[src/rtl/lateral_distance_requester_pkg.sv]
// rtl/lateral_distance_requester_pkg.sv - shared state encoding, Q5.11 constants and defaults
package lateral_distance_requester_pkg;

    typedef enum logic [3:0] {
        ST_IDLE   = 4'b0001,
        ST_LAUNCH = 4'b0010,
        ST_WAIT   = 4'b0100,
        ST_RESP   = 4'b1000
    } ldr_state_e;

    localparam int unsigned Q_FRAC              = 11;
    localparam logic [15:0] Q_ONE               = 16'h0800;
    localparam int unsigned LDR_DEFAULT_TIMEOUT = 32;

endpackage

[src/rtl/lateral_distance_requester_if.sv]
// rtl/lateral_distance_requester_if.sv - request, calculator and result signal bundle
interface lateral_distance_requester_if #(
    parameter int unsigned CNT_W = 8
);
    logic             req_valid;
    logic             req_ready;
    logic [15:0]      req_x;
    logic [15:0]      req_v;
    logic             calc_start;
    logic [15:0]      calc_x;
    logic [15:0]      calc_v;
    logic [15:0]      calc_distance;
    logic             calc_done;
    logic             res_valid;
    logic             res_ready;
    logic [15:0]      res_distance;
    logic             res_timeout;
    logic [CNT_W-1:0] cnt_done;
    logic [CNT_W-1:0] cnt_timeout;

    // master: upstream requester, calculator and downstream consumer side
    modport master (
        output req_valid, req_x, req_v, calc_distance, calc_done, res_ready,
        input  req_ready, calc_start, calc_x, calc_v, res_valid, res_distance,
               res_timeout, cnt_done, cnt_timeout
    );

    modport slave (
        input  req_valid, req_x, req_v, calc_distance, calc_done, res_ready,
        output req_ready, calc_start, calc_x, calc_v, res_valid, res_distance,
               res_timeout, cnt_done, cnt_timeout
    );
endinterface

[src/rtl/lateral_distance_requester_sat_counter.sv]
// rtl/lateral_distance_requester_sat_counter.sv - saturating up-counter (sat_counter)
module sat_counter #(
    parameter int unsigned W = 8
) (
    input  logic         clk,
    input  logic         rst_n,
    input  logic         inc_i,
    output logic [W-1:0] cnt_o
);
    logic [W-1:0] cnt_q;

    always_ff @(posedge clk or negedge rst_n) begin
        if (!rst_n) begin
            cnt_q <= '0;
        end else if (inc_i && (cnt_q != '1)) begin
            cnt_q <= cnt_q + 1'b1;
        end
    end

    assign cnt_o = cnt_q;
endmodule

[src/rtl/lateral_distance_requester.sv]
// rtl/lateral_distance_requester.sv - launches one distance calculation per request and holds the result
// Optional WAIT watchdog compiled in with LDR_TIMEOUT_EN.
module lateral_distance_requester
    import lateral_distance_requester_pkg::*;
#(
    parameter int unsigned TIMEOUT_CYCLES = LDR_DEFAULT_TIMEOUT,
    parameter int unsigned CNT_W          = 8
) (
    input  logic                         clk,
    input  logic                         rst_n,
    lateral_distance_requester_if.slave  bus
);
    ldr_state_e  state_q;
    logic        calc_start_q;
    logic [15:0] op_x_q;
    logic [15:0] op_v_q;
    logic [15:0] res_dist_q;
    logic        res_valid_q;
    logic        res_to;
    logic        resp_xfer;

    if ((TIMEOUT_CYCLES < 2) || (TIMEOUT_CYCLES > 255)) begin : g_bad_timeout
        $error("TIMEOUT_CYCLES must be within 2..255");
    end

`ifdef LDR_TIMEOUT_EN
    logic       res_timeout_q;
    logic [7:0] wd_q;
    assign res_to = res_timeout_q;
`else
    assign res_to = 1'b0;
`endif

    always_ff @(posedge clk or negedge rst_n) begin
        if (!rst_n) begin
            state_q       <= ST_IDLE;
            calc_start_q  <= 1'b0;
            op_x_q        <= '0;
            op_v_q        <= '0;
            res_dist_q    <= '0;
            res_valid_q   <= 1'b0;
`ifdef LDR_TIMEOUT_EN
            res_timeout_q <= 1'b0;
            wd_q          <= '0;
`endif
        end else begin
            case (state_q)
                // A done still asserted here belongs to a finished or abandoned run.
                ST_IDLE: begin
                    if (bus.req_valid && !bus.calc_done) begin
                        op_x_q       <= bus.req_x;
                        op_v_q       <= bus.req_v;
                        calc_start_q <= 1'b1;
                        state_q      <= ST_LAUNCH;
                    end
                end
                ST_LAUNCH: begin
                    calc_start_q <= 1'b0;
                    state_q      <= ST_WAIT;
`ifdef LDR_TIMEOUT_EN
                    wd_q         <= '0;
`endif
                end
                ST_WAIT: begin
                    if (bus.calc_done) begin
                        res_dist_q    <= bus.calc_distance;
                        res_valid_q   <= 1'b1;
                        state_q       <= ST_RESP;
`ifdef LDR_TIMEOUT_EN
                        res_timeout_q <= 1'b0;
                    end else if (wd_q == 8'(TIMEOUT_CYCLES - 1)) begin
                        res_dist_q    <= '0;
                        res_timeout_q <= 1'b1;
                        res_valid_q   <= 1'b1;
                        state_q       <= ST_RESP;
                    end else begin
                        wd_q          <= wd_q + 8'd1;
`endif
                    end
                end
                ST_RESP: begin
                    if (bus.res_ready) begin
                        res_valid_q <= 1'b0;
                        state_q     <= ST_IDLE;
                    end
                end
                default: begin
                    calc_start_q <= 1'b0;
                    res_valid_q  <= 1'b0;
                    state_q      <= ST_IDLE;
                end
            endcase
        end
    end

    assign bus.req_ready    = (state_q == ST_IDLE) && !bus.calc_done;
    assign bus.calc_start   = calc_start_q;
    assign bus.calc_x       = op_x_q;
    assign bus.calc_v       = op_v_q;
    assign bus.res_valid    = res_valid_q;
    assign bus.res_distance = res_dist_q;
    assign bus.res_timeout  = res_to;

    assign resp_xfer = (state_q == ST_RESP) && bus.res_ready;

    sat_counter #(.W(CNT_W)) u_cnt_done (
        .clk   (clk),
        .rst_n (rst_n),
        .inc_i (resp_xfer && !res_to),
        .cnt_o (bus.cnt_done)
    );

    sat_counter #(.W(CNT_W)) u_cnt_timeout (
        .clk   (clk),
        .rst_n (rst_n),
        .inc_i (resp_xfer && res_to),
        .cnt_o (bus.cnt_timeout)
    );
endmodule

[src/flat_wrapper.sv]
// flat-port wrapper written by rule: the top's interface ports become plain ports
module lateral_distance_requester_flat import lateral_distance_requester_pkg::*;
#(
    parameter int unsigned TIMEOUT_CYCLES = LDR_DEFAULT_TIMEOUT,
    parameter int unsigned CNT_W          = 8
)
  (clk, rst_n, bus_req_valid, bus_req_x, bus_req_v, bus_calc_distance, bus_calc_done, bus_res_ready, bus_req_ready, bus_calc_start, bus_calc_x, bus_calc_v, bus_res_valid, bus_res_distance, bus_res_timeout, bus_cnt_done, bus_cnt_timeout);
  lateral_distance_requester_if #(.CNT_W(CNT_W)) bus_i ();
  input  logic clk;
  input  logic rst_n;
  input wire logic [$bits(bus_i.req_valid)-1:0] bus_req_valid;
  input wire logic [$bits(bus_i.req_x)-1:0] bus_req_x;
  input wire logic [$bits(bus_i.req_v)-1:0] bus_req_v;
  input wire logic [$bits(bus_i.calc_distance)-1:0] bus_calc_distance;
  input wire logic [$bits(bus_i.calc_done)-1:0] bus_calc_done;
  input wire logic [$bits(bus_i.res_ready)-1:0] bus_res_ready;
  output wire logic [$bits(bus_i.req_ready)-1:0] bus_req_ready;
  output wire logic [$bits(bus_i.calc_start)-1:0] bus_calc_start;
  output wire logic [$bits(bus_i.calc_x)-1:0] bus_calc_x;
  output wire logic [$bits(bus_i.calc_v)-1:0] bus_calc_v;
  output wire logic [$bits(bus_i.res_valid)-1:0] bus_res_valid;
  output wire logic [$bits(bus_i.res_distance)-1:0] bus_res_distance;
  output wire logic [$bits(bus_i.res_timeout)-1:0] bus_res_timeout;
  output wire logic [$bits(bus_i.cnt_done)-1:0] bus_cnt_done;
  output wire logic [$bits(bus_i.cnt_timeout)-1:0] bus_cnt_timeout;
  assign bus_i.req_valid = bus_req_valid;
  assign bus_i.req_x = bus_req_x;
  assign bus_i.req_v = bus_req_v;
  assign bus_i.calc_distance = bus_calc_distance;
  assign bus_i.calc_done = bus_calc_done;
  assign bus_i.res_ready = bus_res_ready;
  assign bus_req_ready = bus_i.req_ready;
  assign bus_calc_start = bus_i.calc_start;
  assign bus_calc_x = bus_i.calc_x;
  assign bus_calc_v = bus_i.calc_v;
  assign bus_res_valid = bus_i.res_valid;
  assign bus_res_distance = bus_i.res_distance;
  assign bus_res_timeout = bus_i.res_timeout;
  assign bus_cnt_done = bus_i.cnt_done;
  assign bus_cnt_timeout = bus_i.cnt_timeout;
  lateral_distance_requester #(.TIMEOUT_CYCLES(TIMEOUT_CYCLES), .CNT_W(CNT_W)) u_core (.clk(clk), .rst_n(rst_n), .bus(bus_i));
endmodule
[config.mk]
export PLATFORM = sky130hd
export DESIGN_NAME = lateral_distance_requester_flat
export DESIGN_NICKNAME = d
export VERILOG_FILES = /design/src/rtl/lateral_distance_requester_pkg.sv /design/src/rtl/lateral_distance_requester_if.sv /design/src/rtl/lateral_distance_requester_sat_counter.sv /design/src/rtl/lateral_distance_requester.sv /design/src/flat_wrapper.sv
export SDC_FILE = /design/constraint.sdc
export NUM_CORES = 1
export LEC_CHECK = 0
export BUFFER_PORTS_ARGS = -buffer_cell sky130_fd_sc_hd__clkbuf_2
export CAP_MARGIN = 10
export CORE_UTILIZATION = 43
export DETAILED_ROUTE_END_ITERATION = 16
export PLACE_DENSITY = 0.74
export SYNTH_ARGS = -nofsm -noshare
export SYNTH_HDL_FRONTEND = slang
export SYNTH_SLANG_ARGS = --single-unit
[constraint.sdc]
create_clock -name clk -period 2.3 [get_ports clk]
set_input_delay 0.115 -clock clk [delete_from_list [all_inputs] [get_ports clk]]
set_output_delay 0.115 -clock clk [all_outputs]
set_load 0.05 [all_outputs]
# Yosys cells after proc, flatten, opt, wreduce, memory -nomap -nowiden
# Index checks and enable logic that the tools add are counted.
word_totals:
  reg_bits: 62
op_classes:
  addsub: 1
  n_eq_ne: 8
  mux: 9
  bitwise: 2
  reduce_logical: 12
op_table:
  columns: ["cell", "count"]
  rows:
  - ["4-bit case mux with 4 select lines", 1]
  - ["4-bit two-way mux", 3]
  - ["8-bit by 1-bit adder with 8-bit output, second input constant", 1]
  - ["8-bit inequality test, second input constant", 1]
  - ["2-bit AND reduction", 3]
  - ["3-bit AND reduction", 2]
  - ["4-bit by 1-bit == test with 1-bit output, second input constant", 1]
  - ["4-bit by 2-bit == test with 1-bit output, second input constant", 1]
  - ["4-bit by 3-bit == test with 1-bit output, second input constant", 1]
  - ["4-bit == test, second input constant", 1]
  - ["1-bit logical AND", 4]
  - ["2-bit inequality test, second input constant", 2]
  - ["2-bit OR reduction", 2]
  - ["1-bit two-way mux", 3]
  - ["1-bit case mux with 3 select lines", 1]
  - ["2-bit by 1-bit inequality test with 1-bit output, second input constant", 1]
  - ["1-bit inverter", 2]
  - ["1-bit case mux with 2 select lines", 1]
  - ["1-bit logical NOT", 1]

# Longest topological paths before layout
logic_depth:
  word_depth: 4
  depth_mapped: 6
  ltp_nobuf: 5

# Hierarchy
# From an unflattened synthesis, not the netlist that was laid out.
hier_totals:
  cells_unflattened: 207
  area_unflattened_um2: 2994.1
by_module_without_submodules:
  columns: ["mod", "n_inst", "cells_each", "area_each_um2"]
  rows:
  - ["lateral_distance_requester", 1, 139, 2178.3]
  - ["sat_counter", 2, 34, 407.9]

# Least setup slack after synthesis
# No wires, ideal clock.
synth_timing:
  path_kind: "flip-flop to flip-flop"
  startpoint: "register u_core.u_cnt_done.cnt_q[0] (netlist: u_core.u_cnt_done.cnt_o[0])"
  endpoint: "register u_core.u_cnt_done.cnt_q[1] (netlist: u_core.u_cnt_done.cnt_o[1])"
  setup_ps: 125
  arrival_ps: 1850
  path_slack_ps: 326
  path_stages_with_launch: 5
  path_buffers: 0
  period_less_slack_ps: 1974
  path_cell_list: "dfrtp_1 -> ha_1 -> nand4_1 -> o2111ai_1 -> mux2_2"
synth_via:
  elab_chain_len: 2
  word_cells_on_any_way: 3
synth_lines:
  columns: ["item", "line", "text"]
  rows:
  - ["start, declared", "lateral_distance_requester_sat_counter.sv:10", "logic [W-1:0] cnt_q;"]
  - ["start signal, assigned", "lateral_distance_requester_sat_counter.sv:16", "cnt_q <= cnt_q + 1'b1;"]
  - ["branches (longest 2 deep; another with 8-bit by 1-bit adder with 8-bit output)", null, null]
# Several ways; the timed one is not identified.
# A chain may end at the register's enable or synchronous reset.

# Worst setup path in the final report
layout_timing:
  startpoint: "register u_core.state_q[0]"
  endpoint: "register u_core.op_v_q[14] (netlist: u_core.bus.calc_v[14])"
layout_via:
  elab_chain_len: 2
layout_lines:
  columns: ["item", "line", "text"]
  rows:
  - ["start, declared", "lateral_distance_requester.sv:13", "ldr_state_e state_q;"]
  - ["start signal, assigned", "lateral_distance_requester.sv:36", "state_q <= ST_IDLE;"]
  - ["start signal, assigned", "lateral_distance_requester.sv:54", "state_q <= ST_LAUNCH;"]
  - ["start signal, assigned", "lateral_distance_requester.sv:59", "state_q <= ST_WAIT;"]
  - ["4-bit by 1-bit == test with 1-bit output", "lateral_distance_requester.sv:47", "case (state_q)"]
  - ["2-bit AND reduction (no source line)", null, null]
  - ["end signal, assigned", "lateral_distance_requester.sv:52", "op_v_q <= bus.req_v;"]
  - ["end, declared", "lateral_distance_requester.sv:16", "logic [15:0] op_v_q;"]
# Every way passes these cells.

==> flow_summary_export.csv <==
group,metric,value,unit
drt,wl_per_cell,13.8,µm
floorplan,rows,28,
hold_path,worst_hold_path.num_cells,2,
floorplan,die_w,81.4,µm
placement,port_buffers,111,
timing,setup_viol,0,
floorplan,die-area,6620,µm²
floorplan,die_y,81.4,µm
global_routing,grt_pass1_wl,8460,µm
setup_path,timing.critical_path.cells,"or4b_1 -> nand2b_4 -> mux2_4",
synth,synth_seq_area_share,0.573,
setup_path,setup.worst_path.class,"flop to flop",
cts,clkTransAtPathRegs,70,ps
placement,post-dp-hpwl,3660,µm
timing,relative_max_transition_margin,0.485,
placement,placed_cells_incl_taps,367,
layout,stdcell_count,411,
cts,clock_insertion_delay_worst_skew,330,ps
timing,hold_ws,17.0,ps
setup_path,critical_path.slowest_cell,"sky130_fd_sc_hd__dfstp_2",
layout,final_design_area_no_fill,3800,µm²
layout,seqCellArea,1550,µm²
cts,clock_tree.htree_level_count,3,
pwr,powerDensity,1030,nW/µm²
synth,primary_flip_flop_cell_chosen_by_synthesis_mapping,"sky130_fd_sc_hd__dfrtp_1",
placement,place.gp.congestion,0.817,
synth,yosysTopAreaCell,"sky130_fd_sc_hd__dfrtp_1",
synth,synth-edff-count,0,
timing,maxSlewViolCount,0,
timing,unrepaired_setup_endpoints_after_global_routing,"no",
layout,layout_common_cells,"111 x sky130_fd_sc_hd__clkbuf_2, 61 x sky130_fd_sc_hd__dfrtp_1, 29 x sky130_fd_sc_hd__mux2_4",
drt,via_per_inst,4.79,
drt,wl,5670,µm
global_routing,grt.total_usage,0.175,
hold_path,worstHoldPathType,"input port to flop",
placement,post_dp_cell_area,3280,µm²
drt,drtAntennaViolNets,0,
flow_run,drv_cap,0,
pwr,power.internal,2430,µW
layout,num-fill-cells,479,
global_routing,grt_max_degree,63,
pwr,p_seq_frac,0.360,
synth,syn-mean-instance-area,14.6,µm²
timing,max_clock_freq,490,MHz
synth,ys.warnings.count,0,
floorplan,initial_utilization,0.452,
setup_path,critPathMaxFanout,33,
synth,synth.cell_area,2710,µm²
pwr,clockPowerShare,0.290,
synth,synth_area_leaders,"sky130_fd_sc_hd__dfrtp_1 56%, sky130_fd_sc_hd__mux2_4 16%, sky130_fd_sc_hd__mux2_2 9.1%, sky130_fd_sc_hd__buf_4 2.5%, sky130_fd_sc_hd__buf_6 1.7%",
synth,yosysTopAreaCellShare,0.564,
timing,final_min_period_over_clock_period,0.888,
drt,detail_route.drc_violations,0,
cts,cts_max_path_buffers,2,
setup_path,worst-path-stages,3,
layout,layout-drive-gt1-share,0.545,
global_routing,grt_antenna_before_repair,0,
layout,layout.cells.most_common,"sky130_fd_sc_hd__clkbuf_2",
global_routing,overflow,0,
setup_path,cp-end-kind,"flop",
pwr,switching_share,0.378,
cts,cts_root_buffer,"sky130_fd_sc_hd__clkbuf_8",
cts,tritoncts,"yes",
timing,fin_worst_skew,9.19,ps
global_routing,first_global_vias,1834,
setup_path,setup.reg_to_reg.worst_slack,260,ps
layout,layout-area-overhead-vs-synth,40.2,%
cts,cells_resized_by_post_cts_repair,0,
setup_path,critical-path-top-delay-family,"simple AND/OR/NAND/NOR gates",
layout,finish.net_count,385,
layout,multi_input_area,1040,µm²
synth,yosys_register_bits,62,
setup_path,timing.critical_path.buf_inv,0,
pwr,p_comb_frac,0.350,
setup_path,arrival,2260,ps
timing,report.final.hold_viol_count,0,
drt,drt_iter0_markers,71,
synth,synthDistinctLibCells,32,
timing,setup-tns-final,0,ps
outcome,status,"complete, no violations",
timing,worst_slew_pin_slew,773,ps
floorplan,io_pins,121,
setup_path,worst_stage_delay_on_the_critical_path,580,ps
cts,cts_buffers,9,
pwr,static-leakage-power,0.00207,µW
setup_path,rr_worst_depth,3,
pwr,total_switching_power,1480,µW
drt,detailroute.via_count,1967,
synth,postSynth.asyncResetShare,1.00,
pwr,ir_worst_vdd,0.000610,V
timing,period_minus_ws_final,2040,ps
setup_path,worstSetupStartpointType,"flop",
setup_path,worstPathRequired,2510,ps
cts,tritoncts_num_sinks,62,
floorplan,coreArea,5990,µm²
drt,first_pass_iters,4,
synth,syn-instance-count,186,
layout,n_antenna_cell,0,
-- cell families after synthesis --
group | share of synthesized area
multiplexers | 0.252
AND/OR/NAND/NOR | 0.0707
other | 0.00138
XOR/XNOR | 0.0129
flip-flops | 0.573
adder cells (fa/ha/maj) | 0.00462
AO/OA/AOI/OAI | 0.0323
buffers and inverters | 0.0522
-- per-layer routing --
metal  GRT usage  vias up  share of wire
met2       0.293       76           0.50
met3      0.0730        7          0.078
met5           0        -              0
li1            -      926              -
met1       0.203      958           0.41
met4      0.0536        0         0.0090
-- power groups by stage --
stage          registers [µW]  logic [µW]  clock network, µW
5_1_grt                  1430        1440               1200
4_1_cts                  1410        1370               1160
6_report                 1410        1370               1130
3_3_place_gp             1420        1320                  0
3_5_place_dp             1420        1330                  0
2_1_floorplan            2090         363                  0
-- flip-flops by register name (all words and copies together) (netlist names) --
signal / cells
u_core.bus.res_distance: 16
u_core.bus.calc_start: 1
u_core.u_cnt_done.cnt_o: 8
u_core.state_q: 4
u_core.bus.calc_v: 16
u_core.bus.calc_x: 16
u_core.bus.res_valid: 1
-- worst register-to-register path, stage by stage, from the launching register on --
cell and delay, ps:
sky130_fd_sc_hd__dfstp_2 580, sky130_fd_sc_hd__or4b_1 470, sky130_fd_sc_hd__nand2b_4 440, sky130_fd_sc_hd__mux2_4 450
-- Yosys cell counts (2+ instances only) --
library cell,instances
sky130_fd_sc_hd__a21oi_1,3
sky130_fd_sc_hd__and2b_1,2
sky130_fd_sc_hd__and3_1,3
sky130_fd_sc_hd__buf_2,2
sky130_fd_sc_hd__buf_4,9
sky130_fd_sc_hd__buf_6,4
sky130_fd_sc_hd__dfrtp_1,61
sky130_fd_sc_hd__inv_1,5
sky130_fd_sc_hd__mux2_2,22
sky130_fd_sc_hd__mux2_4,29
sky130_fd_sc_hd__nand2_1,5
sky130_fd_sc_hd__nand2b_1,2
sky130_fd_sc_hd__nand3_1,4
sky130_fd_sc_hd__nand4_1,2
sky130_fd_sc_hd__nor2_1,5
sky130_fd_sc_hd__nor2b_1,3
sky130_fd_sc_hd__nor3_1,3
sky130_fd_sc_hd__o2111ai_1,2
sky130_fd_sc_hd__o21ai_0,5
sky130_fd_sc_hd__xor2_1,3
-- final timing paths --
path                                                   startpoint                                      to
max                                 u_core.state_q[0]$_DFFE_PN1P_       u_core.bus.calc_v[14]$_DFFE_PN0P_
min                                                  bus_req_x[3]        u_core.bus.calc_x[3]$_DFFE_PN0P_
max reg2reg                         u_core.state_q[0]$_DFFE_PN1P_       u_core.bus.calc_v[14]$_DFFE_PN0P_
min reg2reg                u_core.bus.res_distance[2]$_DFFE_PN0P_  u_core.bus.res_distance[2]$_DFFE_PN0P_
max in group asynchronous                                   rst_n  u_core.bus.res_distance[0]$_DFFE_PN0P_
min in group asynchronous                                   rst_n        u_core.bus.calc_x[0]$_DFFE_PN0P_
-- area by class of cell --
| type | count | area share |
|---|---|---|
| clock buffer | 9 | 0.0326 |
| clock inverter | 7 | 0.0297 |
| inverter | 5 | 0.00494 |
| multi-input combinational | 112 | 0.275 |
| sequential | 62 | 0.409 |
| tap | 75 | 0.0247 |
| timing repair buffer | 141 | 0.224 |
-- per-stage QoR --
stage                     setup slack (ps)   util  total power, µW
final                                  257  0.634             3910
after global routing                   173  0.634             4070
after CTS                              246  0.624             3930
after detailed placement               257  0.547             2760
after global placement                 295  0.547             2730
after floorplan                        326      -             2460
-- what timing repair did --
| item | CTS | global route |
|---|---|---|
| setup buffers | 0 | 0 |
| hold buffers | 22 | 6 |
| endpoints found under the hold margin | 82 | 6 |
Note: power is estimated with default switching activity, not from simulation.
